$ cat src/rtl/imm_extend_unit.sv
// Immediate extension unit: sign/zero/upper extension of one word, or a
// two-word CONCAT, behind a valid/ready handshake on both sides.
module imm_extend_unit #(
    parameter int IN_W  = 16,
    parameter int OUT_W = 32
) (
    input  logic             clk,
    input  logic             rst,
    input  logic             flush,
    input  logic             in_valid,
    output logic             in_ready,
    input  logic [IN_W-1:0]  in_word,
    input  logic [1:0]       in_mode,
    output logic             out_valid,
    input  logic             out_ready,
    output logic [OUT_W-1:0] out_data,
    output logic             busy
);

    if (OUT_W < 2*IN_W) begin : g_width_check
        $error("imm_extend_unit: OUT_W must be at least 2*IN_W");
    end

    typedef enum logic {
        S_IDLE    = 1'b0,
        S_HI_HELD = 1'b1
    } state_t;

    localparam logic [1:0] MODE_SIGN   = 2'b00;
    localparam logic [1:0] MODE_ZERO   = 2'b01;
    localparam logic [1:0] MODE_UPPER  = 2'b10;
    localparam logic [1:0] MODE_CONCAT = 2'b11;

    function automatic logic [OUT_W-1:0] ext_sign(input logic [IN_W-1:0] w);
        return OUT_W'($signed(w));
    endfunction

    function automatic logic [OUT_W-1:0] ext_zero(input logic [IN_W-1:0] w);
        return OUT_W'(w);
    endfunction

    // Sign-extends a {hi, lo} pair from its top bit; UPPER is a pair with lo = 0.
    function automatic logic [OUT_W-1:0] ext_pair(input logic [IN_W-1:0] hi,
                                                  input logic [IN_W-1:0] lo);
        logic [2*IN_W-1:0] p;
        p = {hi, lo};
        return OUT_W'($signed(p));
    endfunction

    state_t             r_state;
    state_t             w_state_nxt;
    logic [IN_W-1:0]    r_hi;
    logic [OUT_W-1:0]   r_out_data;
    logic               r_out_valid;
    logic               w_accept;
    logic               w_load_result;
    logic               w_load_hi;
    logic [OUT_W-1:0]   w_result;

    assign in_ready  = (!r_out_valid || out_ready) && !flush;
    assign w_accept  = in_valid && in_ready;
    assign out_valid = r_out_valid;
    assign out_data  = r_out_data;

    always_ff @(posedge clk or negedge rst) begin
        if (!rst) begin
            r_state <= S_IDLE;
        end else begin
            r_state <= w_state_nxt;
        end
    end

    always_comb begin
        w_state_nxt = r_state;
        if (flush) begin
            w_state_nxt = S_IDLE;
        end else if (w_accept) begin
            case (r_state)
                S_IDLE:    w_state_nxt = (in_mode == MODE_CONCAT) ? S_HI_HELD : S_IDLE;
                S_HI_HELD: w_state_nxt = S_IDLE;
                default:   w_state_nxt = S_IDLE;
            endcase
        end
    end

    always_comb begin
        busy          = (r_state == S_HI_HELD);
        w_load_hi     = w_accept && (r_state == S_IDLE) && (in_mode == MODE_CONCAT);
        w_load_result = w_accept && !w_load_hi;
        w_result      = ext_sign(in_word);
        if (r_state == S_HI_HELD) begin
            w_result = ext_pair(r_hi, in_word);
        end else begin
            case (in_mode)
                MODE_SIGN:  w_result = ext_sign(in_word);
                MODE_ZERO:  w_result = ext_zero(in_word);
                MODE_UPPER: w_result = ext_pair(in_word, {IN_W{1'b0}});
                default:    w_result = ext_sign(in_word);
            endcase
        end
    end

    // A high-word capture can only happen when the output slot is free or
    // draining this cycle, so clearing out_valid there is always correct.
    always_ff @(posedge clk or negedge rst) begin
        if (!rst) begin
            r_out_valid <= 1'b0;
            r_out_data  <= '0;
            r_hi        <= '0;
        end else if (flush) begin
            r_out_valid <= 1'b0;
            r_hi        <= '0;
        end else if (w_load_result) begin
            r_out_valid <= 1'b1;
            r_out_data  <= w_result;
        end else if (w_load_hi) begin
            r_out_valid <= 1'b0;
            r_hi        <= in_word;
        end else if (r_out_valid && out_ready) begin
            r_out_valid <= 1'b0;
        end
    end

endmodule

$ cat config.mk
export PLATFORM = sky130hd
export DESIGN_NAME = imm_extend_unit
export DESIGN_NICKNAME = d
export VERILOG_FILES = /design/src/rtl/imm_extend_unit.sv
export SDC_FILE = /design/constraint.sdc
export NUM_CORES = 1
export LEC_CHECK = 0
export CORE_ASPECT_RATIO = 1.1
export CORE_MARGIN = 1.5
export CORE_UTILIZATION = 35
export DETAILED_ROUTE_END_ITERATION = 16
export HOLD_SLACK_MARGIN = 0.03
export PLACE_DENSITY = 0.59
export SETUP_SLACK_MARGIN = 0.5
export SLEW_MARGIN = 20
export SYNTH_ARGS = -nofsm -noshare
export SYNTH_HDL_FRONTEND = slang
export SYNTH_SLANG_ARGS = --single-unit
$ cat constraint.sdc
create_clock -name clk -period 1.6 [get_ports clk]
set_input_delay 0.16 -clock clk [delete_from_list [all_inputs] [get_ports clk]]
set_output_delay 0.16 -clock clk [all_outputs]
set_load 0.05 [all_outputs]
# [Yosys cells after proc, flatten, opt, wreduce, memory -nomap -nowiden]
# Cells that the tools add are included.
[word_totals] regBits=50 latch_bits=0 ram_bits=0 mem_bits_ro=0 inputBits=23 output_inout_bits=35 word_cells=38 mem_count=0
[classes] addsub=0 n_mul=0 div_mod_pow=0 magnitude_cmp=0 eq_ne=4 shift=0 mux=13 bitwise=2 n_reduce_logical=15
[op_table] op="$pmux W32 S2" count=1
[op_table] op="$mux W16" count=3
[op_table] op="$mux W32" count=1
[op_table] op="$mux W1" count=7
[op_table] op="$logic_and A1 B1 Y1" count=6
[op_table] op="$eq A2 B2 Y1 const B" count=2
[op_table] op="$reduce_and A2 Y1" count=2
[op_table] op="$reduce_bool A2 Y1" count=2
[op_table] op="$reduce_bool A4 Y1" count=1
[op_table] op="$logic_not A1 Y1" count=3
[op_table] op="$eq A2 B1 Y1 const B" count=1
[op_table] op="$ne A2 B2 Y1 const B" count=1
[op_table] op="$not A1 Y1" count=2
[op_table] op="$pmux W1 S2" count=1
[op_table] op="$logic_or A1 B1 Y1" count=1

# [Depth between registers and ports, before layout]
[depth] word_depth=10 ltp_mapped=7 depth_no_buf=5

# [Worst setup path after synthesis]
# Ideal clock, no wire load.
[synth_path] path_type="flip-flop to flip-flop" startpoint="register r_out_valid, in the netlist out_valid" endpoint="register r_out_data[16], in the netlist out_data[16]" setup_time_ps=125 arrival_time_ps=1710 required_ps=1475 setup_slack_ps=-234 stages_incl_launch_ff=5 path_buffers=1 period_less_slack_ps=1834 path_cell_list="dfrtp_1 > nor2b_1 > nor4_4 > buf_6 > mux2_2"
[synth_between] elab_chain_cells=9
[synth_rtl] element="from (decl)" line_no="54" rtl="logic r_out_valid;"
[synth_rtl] element="from (signal assigned)" line_no="107" rtl="r_out_valid <= 1'b0;"
[synth_rtl] element="from (signal assigned)" line_no="111" rtl="r_out_valid <= 1'b0;"
[synth_rtl] element="from (signal assigned)" line_no="114" rtl="r_out_valid <= 1'b1;"
[synth_rtl] element="$logic_not A1 Y1 (*)" line_no="60" rtl="assign in_ready = (!r_out_valid || out_ready) && !flush;"
[synth_rtl] element="$logic_or A1 B1 Y1 (*)" line_no="60"
[synth_rtl] element="$logic_and A1 B1 Y1 (*)" line_no="60"
[synth_rtl] element="$logic_and A1 B1 Y1 (*)" line_no="61" rtl="assign w_accept = in_valid && in_ready;"
[synth_rtl] element="$logic_and A1 B1 Y1 (2 in series)" line_no="88" rtl="w_load_hi = w_accept && (r_state == S_IDLE) && (in_mode == MODE_CONCAT);"
[synth_rtl] element="$logic_not A1 Y1" line_no="89" rtl="w_load_result = w_accept && !w_load_hi;"
[synth_rtl] element="$logic_and A1 B1 Y1 (*)" line_no="89"
[synth_rtl] element="$reduce_and A2 Y1 (no source line) (*)"
[synth_rtl] element="to (signal assigned)" line_no="115" rtl="r_out_data <= w_result;"
[synth_rtl] element="to (decl)" line_no="53" rtl="logic [OUT_W-1:0] r_out_data;"
# Mark *: on every way between the ends. The rest lies on a longest branch, timed or not.
# A chain may end at the register's enable or synchronous reset.

# [Worst setup path in the final report]
[layout_path] startpoint="register r_state, in the netlist busy" endpoint="register r_out_data[30], in the netlist out_data[30]"
[layout_between] elab_chain_cells=6 elab_cells_between_ends=7 cone_classes="1 x mux; 1 x bitwise; 5 x reduce/logical"
[layout_rtl] element="from (decl)" line_no="50" rtl="state_t r_state;"
[layout_rtl] element="from (signal assigned)" line_no="69" rtl="r_state <= w_state_nxt;"
[layout_rtl] element="$not A1 Y1" line_no="88"
[layout_rtl] element="$logic_and A1 B1 Y1 (2 in series)" line_no="88"
[layout_rtl] element="$logic_not A1 Y1" line_no="89"
[layout_rtl] element="$logic_and A1 B1 Y1" line_no="89"
[layout_rtl] element="$reduce_and A2 Y1 (no source line)"
# Parallel ways exist; a longest one is shown, timed or not.

==> flow_metrics.env <==
export IMPL_maxSlewViolCount=0
export IMPL_holdWs_ns=0.368
export IMPL_ys_seq_area_share_pct=48.3
export IMPL_clk_pin_slew_ns=0.09
export IMPL_rrSetupSlack_ns=0.09
export IMPL_coreArea_mm2=0.00709
export IMPL_yosys_warnings=0
export IMPL_final_seq_area_mm2=0.00125
export IMPL_finalPower_mw=4.35
export IMPL_ios=58
export IMPL_start_util_pct=36.6
export IMPL_vias_per_cell=4.82
export IMPL_syn_nets=270
export IMPL_synth_area_per_cell_um2=10.6
export IMPL_r2r_end="out_data[30]"
export IMPL_dp_cells=391
export IMPL_arrival_ns=1.71
export IMPL_violations="DRC"
export IMPL_drc=6
export IMPL_grt_start_max_net_pins=51
export IMPL_place_congestion=0.774
export IMPL_numPortBuffers=57
export IMPL_wl_per_cell_um=15.5
export IMPL_ir_worst_vdd_uv=730
export IMPL_die_w_um=85.1
export IMPL_clk_latency_ns=0.31
export IMPL_fin_crit_ns=1.51
export IMPL_layout_setup_ws_ns=0.0854
export IMPL_period_share_pct=94.7
export IMPL_grt_first_pass_wirelength_um=10900
export IMPL_drv_cap=0
export IMPL_slowest_delay_ns=0.42
export IMPL_crit_type="reg -> reg"
export IMPL_syn_inst=244
export IMPL_layoutNonFillerInstCount=421
export IMPL_die_area_mm2=0.00793
export IMPL_die_h_um=93.3
export IMPL_cts_tree="yes"
export IMPL_drtIter0Drc=101
export IMPL_drive_gt1_share_pct=33.9
export IMPL_fp_row_count=32
export IMPL_finalSetupViolCount=0
export IMPL_cp_required_ns=1.80
export IMPL_multiInputGateArea_mm2=0.00130
export IMPL_run_status="finished, violations left"
export IMPL_htree_num_levels=2
export IMPL_cts_buffers=5
export IMPL_tightestPinTransition_ns=0.273
export IMPL_p_per_area_mw_per_mm2=1130
export IMPL_finClkSkew_ns=0.00380
export IMPL_cp_end_kind="flop"
export IMPL_cp_max_fo=4
export IMPL_p_leak_nw=1.80
export IMPL_area_growth_pct=48.6
export IMPL_slew_headroom_pct=81.8
export IMPL_cts_sinks=50
export IMPL_hold_viol=0
export IMPL_reg2reg_depth=6
export IMPL_regToRegStartpoint="busy"
export IMPL_cp_cell_sequence="nor2b_4, nor4_4, buf_4, buf_8, buf_6, mux2_4"
export IMPL_yosys_cell_types_count=21
export IMPL_netlist_area_mm2=0.00259
export IMPL_nNetsFinal=361
export IMPL_fill_cells=626
export IMPL_clockBufferDepth=2
export IMPL_route_vias_total=2029
export IMPL_wirelength_um=6520
export IMPL_ant_nets=0
export IMPL_dp_hpwl_um=4010
export IMPL_grt_overflow_total=0
export IMPL_track_usage_pct=17.7
export IMPL_start_kind="flop"
export IMPL_rsz0062_at_grt="yes"
export IMPL_clock_fmax_ghz=0.660
export IMPL_slowest_stage="dfrtp_2"
export IMPL_grt_pass1_vias=2136
export IMPL_holdCritPathClass="in -> async"
export IMPL_post_place_ws_ns=-0.340
export IMPL_firstDrtPassIters=11
export IMPL_ys_seq_elements=50
export IMPL_antenna_cells=0
export IMPL_antenna_found_initial=0
export IMPL_cts_root_buffer="clkbuf_8"
[sequential cells by signal, indices dropped and copies added (netlist names)]
register,cells
out_data,32
r_hi,16
busy,1
out_valid,1
[metal layers]
layer / global-route usage, % / vias to the layer above / part of all wire (%)
li1: - / 978 / -
met1: 23.0 / 1003 / 46
met2: 30.4 / 43 / 49
met3: 3.80 / 5 / 4.1
met4: 3.83 / 0 / 0.81
met5: 0 / - / 0
[critical path: cells and delay by family, from the launching register on]
| family | cells | cell delay (ns) |
|---|---|---|
| flip-flops | 1 | 0.42 |
| buffers and inverters | 3 | 0.41 |
| AND/OR/NAND/NOR | 2 | 0.29 |
| multiplexers | 1 | 0.29 |
[stage by stage]
| stage | util, % | cell area [um^2] | setup TNS (ns) |
|---|---|---|---|
| CTS | 53.1 | 3760 | -0.00349 |
| global placement | 47.0 | 3330 | -11.99 |
| global route | 54.3 | 3850 | 0 |
| detailed placement | 47.0 | 3330 | -12.99 |
| floorplan | - | 2650 | -1.63 |
| finish | 54.3 | 3850 | 0 |
[layout by cell type (no fill, tap or decap), drive strengths merged]
cell           netlist  routed
buf                  8      78
dfrtp               50      50
nand2b              33      33
mux2i               32      32
inv                 19      19
clkdlybuf4s50        0      19
nand2               17      17
nor2b               17      17
a21oi               17      17
mux2                16      16
nand3b              15      15
clkbuf               8       5
o21ai                3       3
ha                   3       3
clkinv               0       2
dlygate4sd2          0       2
nor2                 1       1
nor4                 1       1
or3                  1       1
and3                 1       1
nand3                1       1
o21bai               1       1
bufinv               0       1
dlygate4sd3          0       1
[synthesized netlist by cell type (all sizes together)]
cell type   n  area share (%)
mux2i      32              12
nor2        1            0.14
mux2       16             6.9
a21oi      17             3.3
or3         1            0.24
nand2      17             2.5
nor4        1            0.82
nand3       1            0.19
dfrtp      50              48
buf         8             2.4
o21ai       3            0.58
nand2b     33             8.0
inv        19             2.8
nor2b      17             4.1
ha          3             1.4
nand3b     15             4.3
clkbuf      8             1.2
o21bai      1            0.29
and3        1            0.24
[worst max path at each step]
| stage | from | to | slack [ns] | cells past startpoint |
|---|---|---|---|---|
| after detailed placement | in_mode[0] | out_data[22] | -0.34 | 7 |
| after floorplan | out_valid | out_data[20] | -0.12 | 4 |
| after global placement | in_mode[0] | out_data[20] | -0.31 | 7 |
| final | busy | out_data[30] | 0.09 | 6 |
| after global routing | out_valid | out_data[3] | 0.03 | 7 |
| after CTS | out_valid | out_data[25] | -0.002 | 6 |
[logic make-up after synthesis]
family / Yosys count / share of synthesized area [%]
AO/OA/AOI/OAI: 21 / 4.15
adder cells (fa/ha/maj): 3 / 1.45
buffers and inverters: 35 / 6.32
flip-flops: 50 / 48.3
multiplexers: 48 / 19.3
AND/OR/NAND/NOR: 87 / 20.5
[cell type report]
class	instances	area share (%)
multi-input combinational	159	33.8
tap	85	2.76
clock inverter	3	1.04
sequential	50	32.6
clock buffer	5	1.79
inverter	19	1.85
timing repair buffer	100	26.3
[report_power, final]
group | switching (mW) | internal, mW
combinational | 1.11 | 0.727
sequential | 0.130 | 1.48
clock | 0.446 | 0.461
total | 1.69 | 2.66
[what timing repair did]
action                                  in CTS  in global routing
resized for setup                           41                 17
buffers inserted                            16                  3
endpoints found under the hold margin       50                  0
endpoints found under the setup margin      51                 56
cloned                                       2                  0
pin swaps                                    4                  2
hold buffers                                 1                  0
Power figures use the tool's default switching activity.
